[src/rtl/apb_pkg.sv]
// Shared definitions for the APB register responder: FSM encoding and address/width defaults.
package apb_pkg;

  typedef enum logic {
    ST_IDLE   = 1'b0,
    ST_ACCESS = 1'b1
  } state_t;

  localparam int APB_ALIGN_LSB = 2;
  localparam int AW_DEF        = 8;
  localparam int DW_DEF        = 32;

endpackage

[src/rtl/regnbr.sv]
// W-bit software register with write enable and a registered one-cycle write strobe.
module regnbr #(
  parameter int W = 32
) (
  input  logic         clk,
  input  logic         rst,
  input  logic         we,
  input  logic [W-1:0] d,
  output logic [W-1:0] q,
  output logic         pulse
);

  always_ff @(posedge clk) begin
    if (rst) begin
      q     <= '0;
      pulse <= 1'b0;
    end else begin
      pulse <= we;
      if (we) q <= d;
    end
  end

endmodule

[src/rtl/apb_reg_slave.sv]
// APB3 completer with NREG word registers, programmable wait states and PSLVERR on bad addresses.
module apb_reg_slave
  import apb_pkg::*;
#(
  parameter int AW   = AW_DEF,
  parameter int DW   = DW_DEF,
  parameter int NREG = 8,
  parameter int WAIT = 0
) (
  input  logic             clk,
  input  logic             rst,
  input  logic             psel_i,
  input  logic             penable_i,
  input  logic             pwrite_i,
  input  logic [AW-1:0]    paddr_i,
  input  logic [DW-1:0]    pwdata_i,
  output logic [DW-1:0]    prdata_o,
  output logic             pready_o,
  output logic             pslverr_o,
  output logic [NREG*DW-1:0] reg_o,
  output logic [NREG-1:0]  wr_pulse_o
);

  localparam int         IW     = AW - APB_ALIGN_LSB;
  localparam logic [3:0] WAIT_C = 4'(WAIT);

  state_t          state;
  logic [3:0]      cnt;
  logic            err_q;
  logic            pwrite_q;
  logic [IW-1:0]   idx_q;
  logic [DW-1:0]   pwdata_q;

  logic [IW-1:0]   idx;
  logic            err_calc;
  logic            done;
  logic [DW-1:0]   rd_mux;
  logic [NREG-1:0] we;
  logic [DW-1:0]   regs_q [NREG];

  assign idx      = paddr_i[AW-1:APB_ALIGN_LSB];
  assign err_calc = (paddr_i[APB_ALIGN_LSB-1:0] != '0) || (32'(idx) >= 32'(NREG));

  assign pready_o  = (state == ST_ACCESS) && (cnt == WAIT_C);
  assign pslverr_o = pready_o && err_q;
  assign done      = pready_o && psel_i && penable_i;

  always_comb begin
    rd_mux = '0;
    for (int k = 0; k < NREG; k++) begin
      if (idx == IW'(k)) rd_mux = regs_q[k];
    end
  end

  always_comb begin
    we = '0;
    for (int k = 0; k < NREG; k++) begin
      we[k] = done && pwrite_q && !err_q && (idx_q == IW'(k));
    end
  end

  // Control path: FSM, wait counter, error flag and read data register
  always_ff @(posedge clk) begin
    if (rst) begin
      state    <= ST_IDLE;
      cnt      <= '0;
      err_q    <= 1'b0;
      prdata_o <= '0;
    end else begin
      case (state)
        ST_IDLE: begin
          // Setup phase only; PENABLE already high in IDLE is a protocol violation and is ignored
          if (psel_i && !penable_i) begin
            state    <= ST_ACCESS;
            cnt      <= '0;
            err_q    <= err_calc;
            prdata_o <= (!pwrite_i && !err_calc) ? rd_mux : '0;
          end
        end
        ST_ACCESS: begin
          if (psel_i && penable_i) begin
            if (cnt < WAIT_C) begin
              cnt <= cnt + 4'd1;
            end else begin
              state    <= ST_IDLE;
              prdata_o <= '0;
            end
          end else begin
            state    <= ST_IDLE;
            prdata_o <= '0;
          end
        end
        default: state <= ST_IDLE;
      endcase
    end
  end

  // Captured transfer attributes; only consumed while in ACCESS
  always_ff @(posedge clk) begin
    if (state == ST_IDLE && psel_i && !penable_i) begin
      idx_q    <= idx;
      pwrite_q <= pwrite_i;
      pwdata_q <= pwdata_i;
    end
  end

  for (genvar k = 0; k < NREG; k++) begin : g_reg
    regnbr #(.W(DW)) u_reg (
      .clk   (clk),
      .rst   (rst),
      .we    (we[k]),
      .d     (pwdata_q),
      .q     (regs_q[k]),
      .pulse (wr_pulse_o[k])
    );
    assign reg_o[k*DW +: DW] = regs_q[k];
  end

endmodule

[config.mk]
export PLATFORM = sky130hd
export DESIGN_NAME = apb_reg_slave
export DESIGN_NICKNAME = d
export VERILOG_FILES = /design/src/rtl/apb_pkg.sv /design/src/rtl/regnbr.sv /design/src/rtl/apb_reg_slave.sv
export SDC_FILE = /design/constraint.sdc
export NUM_CORES = 1
export LEC_CHECK = 0
export BUFFER_PORTS_ARGS = -buffer_cell sky130_fd_sc_hd__buf_2
export CORE_UTILIZATION = 48
export DETAILED_ROUTE_END_ITERATION = 10
export PLACE_DENSITY = 0.75
export SYNTH_ARGS = -nofsm -noshare
export SYNTH_HDL_FRONTEND = slang
export SYNTH_SLANG_ARGS = --single-unit
[constraint.sdc]
create_clock -name clk -period 2.1 [get_ports clk]
set_input_delay 0.42 -clock clk [delete_from_list [all_inputs] [get_ports clk]]
set_output_delay 0.42 -clock clk [all_outputs]
set_load 0.005 [all_outputs]
# Yosys cells after proc, flatten, opt, wreduce, memory -nomap -nowiden
# Index checks and enable logic that the tools add are counted.
[word_totals]
word_cells = 97
register_bits = 341
out_inout_bits = 298
inputBits = 45
[classes]
n_reduce_logical = 31
n_addsub = 1
n_lt_le_gt_ge = 2
mux = 21
eq_ne = 18
bitwise_logic = 1
[ops]
columns = ["operator", "n"]
rows = [
  ["32-bit two-way mux", 12],
  ["32-bit one-hot mux with 2 select lines", 1],
  ["6-bit by 3-bit equality test with 1-bit output (second input constant)", 8],
  ["6-bit by 2-bit equality test with 1-bit output (second input constant)", 4],
  ["1-bit logical AND", 19],
  ["6-bit by 1-bit equality test with 1-bit output (second input constant)", 2],
  ["6-bit logical NOT", 2],
  ["4-bit two-way mux", 3],
  ["4-bit one-hot mux with 2 select lines", 1],
  ["6-bit by 4-bit greater-or-equal comparator with 1-bit output (second input constant)", 1],
  ["4-bit by 1-bit adder with 4-bit output (second input constant)", 1],
  ["1-bit logical NOT", 4],
  ["4-bit logical NOT", 1],
  ["4-bit by 1-bit < comparator with 1-bit output (second input constant)", 1],
  ["2-bit by 1-bit != test with 1-bit output (second input constant)", 2],
  ["2-bit AND reduction", 2],
  ["1-bit two-way mux", 3],
  ["3-bit != test (second input constant)", 1],
  ["3-bit AND reduction", 1],
  ["2-bit != test (second input constant)", 1],
  ["1-bit one-hot mux with 2 select lines", 1],
  ["2-bit nonzero test", 1],
  ["1-bit logical OR", 1],
  ["1-bit NOT", 1],
]

# Logic depth before layout (Yosys ltp)
[logic_depth]
depth_word = 12
depth_mapped = 7

# Cells and area by module
# Synthesis repeated with hierarchy kept, for this count alone.
[unflattened]
cells_unflattened = 1265
area_unflattened_um2 = 14347.5
[modules_own_cells]
columns = ["module", "area_per_inst_um2", "instances", "seq_area_each_um2", "cells_per_inst"]
rows = [
  ["regnbr", 1202.4, 8, 660.6, 106],
  ["apb_reg_slave", 4728.3, 1, 1851.8, 417],
]

# Least setup slack after synthesis
# No wires, ideal clock.
[synth_timing]
kind = "input port to flip-flop"
from = "input paddr_i[5]"
to = "register prdata_o[11]"
setup_ns = 0.084
n_path_buf = 1
arrival_ns = 1.958
setup_slack_ns = 0.058
path_stages = 6
path_cell_list = "or3_4 > or4_4 > nor3_4 > nand2_2 > buf_6 > o31ai_2"
[synth_between]
elab_chain_cells = 12
[synth_rtl]
columns = ["item", "line", "rtl"]
rows = [
  ["from (decl)", "apb_reg_slave.sv:15", "input logic [AW-1:0] paddr_i,"],
  ["6-bit logical NOT", "apb_reg_slave.sv:51", "if (idx == IW'(k)) rd_mux = regs_q[k];"],
  ["32-bit two-way mux (8 in a row)", "apb_reg_slave.sv:51", ""],
  ["32-bit two-way mux (*)", "apb_reg_slave.sv:77", "prdata_o <= (!pwrite_i && !err_calc) ? rd_mux : '0;"],
  ["32-bit two-way mux (*)", "apb_reg_slave.sv:73", "if (psel_i && !penable_i) begin"],
  ["32-bit one-hot mux with 2 select lines (*)", "apb_reg_slave.sv:70", "case (state)"],
  ["to (signal assigned)", "apb_reg_slave.sv:77", ""],
  ["to (decl)", "apb_reg_slave.sv:17", "output logic [DW-1:0] prdata_o,"],
]
# Every way passes the cells marked *; elsewhere a longest branch is shown, timed or not. The select of a mux whose other input is x is not followed.
# A chain may end at the register's enable or synchronous reset.

# Worst setup path after layout
[layout_timing]
from = "register idx_q[4]"
to = "register g_reg[6].u_reg.q[9]"
[layout_between]
elab_chain_cells = 2
[layout_rtl]
columns = ["item", "line", "rtl"]
rows = [
  ["from (decl)", "apb_reg_slave.sv:31", "logic [IW-1:0] idx_q;"],
  ["from (signal assigned)", "apb_reg_slave.sv:101", "idx_q <= idx;"],
  ["6-bit by 3-bit equality test with 1-bit output", "apb_reg_slave.sv:58", "we[k] = done && pwrite_q && !err_q && (idx_q == IW'(k));"],
  ["1-bit logical AND", "apb_reg_slave.sv:58", ""],
  ["to (signal assigned)", "regnbr.sv:15", "q <= '0;"],
  ["to (signal assigned)", "regnbr.sv:19", "if (we) q <= d;"],
  ["to (decl)", "regnbr.sv:9", "output logic [W-1:0] q,"],
]
# No other way between the ends.

==> flow_summary.yaml <==
run_status:
  outcome: "finished, violations left"
  violations: "negative setup slack"
placement:
  portBuffers: 342
  post_dp_cell_area_mm2: 0.0161
  dp_hpwl_um: 32100
  gp_congestion: 0.943
  dp_cells: 2121
  place_ws_ns: -0.248
global_routing:
  grt_pass1_wl_um: 68500
  grt.total_usage: 0.307
  grt_max_degree: 136
  antenna_found_initial: 0
  first_global_vias: 11500
  grt.overflow.total: 0
yosys:
  synth-compound-area-share: 0.146
  synth_edf_count: 39
  synth_seq_cells: 337
  yosys.area_share.simple: 0.152
  syn_area_per_cell_um2: 9.20
  seq_area_frac_synth: 0.520
  yosysUniqueCellTypes: 46
  synth_xor_area_frac: 0
  syn_nets: 1535
  syn-cell-area_mm2: 0.0137
  synthMuxAreaShare: 0.130
  synth-main-ff-cell: "dfxtp_1"
  yosys_warnings: 0
  synth-async-reset-ratio: 0
  synth_top_family_by_area: "simple AND/OR/NAND/NOR gates"
  synth-adder-area-share: 0
  syn_inst: 1490
critical_path:
  crit_cells: 7
  ff2ff_path_depth: 7
  crit_arrival_ns: 2.53
  crit_path_start_kind: "flip-flop"
  critical_path.endpoint_type: "flip-flop"
  crit_buf_inv: 2
  worstPathCellList: "or4b_4 > nor3_4 > buf_6 > and3_4 > buf_12 > mux2i_2 > nor2_1"
  crit_end: "g_reg[6].u_reg.q[9]"
  reg2reg_to: "g_reg[6].u_reg.q[9]"
  r2r_start: "idx_q[4]"
  crit_slowest_cell: "or4b_4"
  max_stage_delay_ns: 0.59
  critPathKind: "flip-flop to flip-flop"
  cp-startpoint: "idx_q[4]"
  critical_path.max_fanout: 7
  r2r_slack_ns: -0.04
  cpLargestDelayFamily: "simple AND/OR/NAND/NOR gates"
  worstPathRequired_ns: 2.49
route:
  drc: 0
  ant_nets: 0
  viasPerCell: 5.70
  first_pass_iters: 5
  dr_total_vias: 12500
  wl_per_cell_um: 21.6
  postRouteWirelength_um: 47300
  drtIter0Drc: 1206
finish:
  final_common_cell: "buf_2"
  mostFrequentLayoutCells: "340 x buf_2, 298 x dfxtp_1, 293 x nand2_1"
  diodes: 0
  fill_cells: 2378
  syn_to_final_growth_pct: 27.5
  final_cells: 2193
  nets: 1832
  final_util: 0.626
  final_cell_area_mm2: 0.0175
  drive_above_1_share: 0.297
cts:
  clock_path_buffers: 3
  cts_tree: "done"
  clock_latency_ns: 0.52
  cts_buffers: 36
  clk_pin_slew_ns: 0.07
  htree_levels: 2
  clkSinkCount: 337
  root_buffer: "clkbuf_16"
  postCtsHoldBufs: 0
timing:
  fmax_ghz: 0.467
  setup_violations: 15
  tightest_slew_ns: 0.668
  fin_crit_sh: 1.02
  period_needed_ns: 2.14
  setup-tns-final_ns: -0.267
  slew_violations: 0
  hold_viol_final: 0
  fin_ws_ns: -0.0403
  clock_skew_ns: 0.0113
  rsz0062_at_grt: "true"
  slew_headroom: 0.555
  fin_hold_ws_ns: 0.0712
floorplan:
  num_rows: 61
  die_x_um: 171
  core-area_mm2: 0.0279
  dieArea_mm2: 0.0292
  initial_core_util: 0.491
  fp.dieH_um: 171
  ios: 343
job:
  maxCapViolations: 0
pwr:
  p_per_area_mw_per_mm2: 774
  power.leakage_nw: 7.05
  power_mw: 13.5
  ir_drop_mv: 0.570
hold_path:
  min_path_type: "primary input to flip-flop"
[registers in the layout, indices dropped and copies added (netlist names)]
register,count
pwdata_q,32
g.u_reg.q,256
pwrite_q,1
err_q,1
g.u_reg.pulse,8
idx_q,6
prdata_o,32
state,1
[cell families (layout without fill, tap and decap cells)]
logic type,after synthesis,after routing
AOI/OAI and AO/OA,316,316
buffers and inverters,158,483
DFF,337,337
muxes,162,162
and+or+nand+nor,517,517
[Yosys cell counts (all sizes together), types with 2 or more instances]
cell | n | share of area
and3 | 3 | 0.0014
a22oi | 39 | 0.021
nand3b | 2 | 0.0011
or4b | 2 | 0.0015
edfxtp | 39 | 0.085
nor2b | 10 | 0.0046
mux4 | 11 | 0.018
nor2 | 180 | 0.049
nand2b | 3 | 0.0014
a22o | 30 | 0.019
o221ai | 11 | 0.0070
o22ai | 19 | 0.0087
a21oi | 150 | 0.055
nand2 | 294 | 0.081
dfxtp | 298 | 0.44
clkbuf | 107 | 0.029
nor3 | 7 | 0.0037
o21ai | 31 | 0.011
buf | 49 | 0.022
a211oi | 10 | 0.0055
nand3 | 2 | 0.00073
o211ai | 3 | 0.0016
inv | 2 | 0.00055
o31ai | 19 | 0.014
mux2i | 130 | 0.095
and2 | 7 | 0.0032
mux2 | 21 | 0.017
nor3b | 2 | 0.0011
[timing repair]
item / CTS / global route
resized for setup: 5 / 14
endpoints found under the setup margin: 86 / 159
pin swaps: 0 / 4
gates cloned: 1 / 4
setup buffers: 0 / 1
[where the power goes]
group | internal (mW) | switching, mW | total (mW)
clock | 3.84 | 2.61 | 6.45
combinational | 0.141 | 0.291 | 0.432
sequential | 6.55 | 0.0907 | 6.65
total | 10.5 | 2.99 | 13.5
[metal layers]
metal,part of all wire,up-vias,GRT usage
li1,-,5703,-
met1,0.43,5986,0.435
met2,0.44,702,0.457
met3,0.089,120,0.0516
met4,0.043,0,0.136
met5,0,-,0
[how the worst min path moves through the flow]
stage | slack (ns) | end | cells after the start | start
after floorplan | 0.45 | prdata_o[0] | 2 | prdata_o[0]
final | 0.07 | pwdata_q[17] | 1 | pwdata_i[17]
after detailed placement | 0.44 | prdata_o[22] | 2 | prdata_o[22]
after global placement | 0.44 | prdata_o[22] | 2 | prdata_o[22]
after global routing | 0.06 | pwdata_q[16] | 1 | pwdata_i[16]
after CTS | 0.06 | pwdata_q[24] | 1 | pwdata_i[24]
[final cells by class]
| type | instances | area, um^2 | share of cell area |
|---|---|---|---|
| clock buffer | 57 | 1130 | 0.0648 |
| clock inverter | 9 | 77.6 | 0.00444 |
| inverter | 2 | 7.51 | 0.000429 |
| multi-input combinational | 995 | 5940 | 0.340 |
| sequential | 337 | 7140 | 0.408 |
| tap | 378 | 473 | 0.0270 |
| timing repair buffer | 415 | 2720 | 0.156 |
Note: power is estimated with default switching activity, not from simulation.
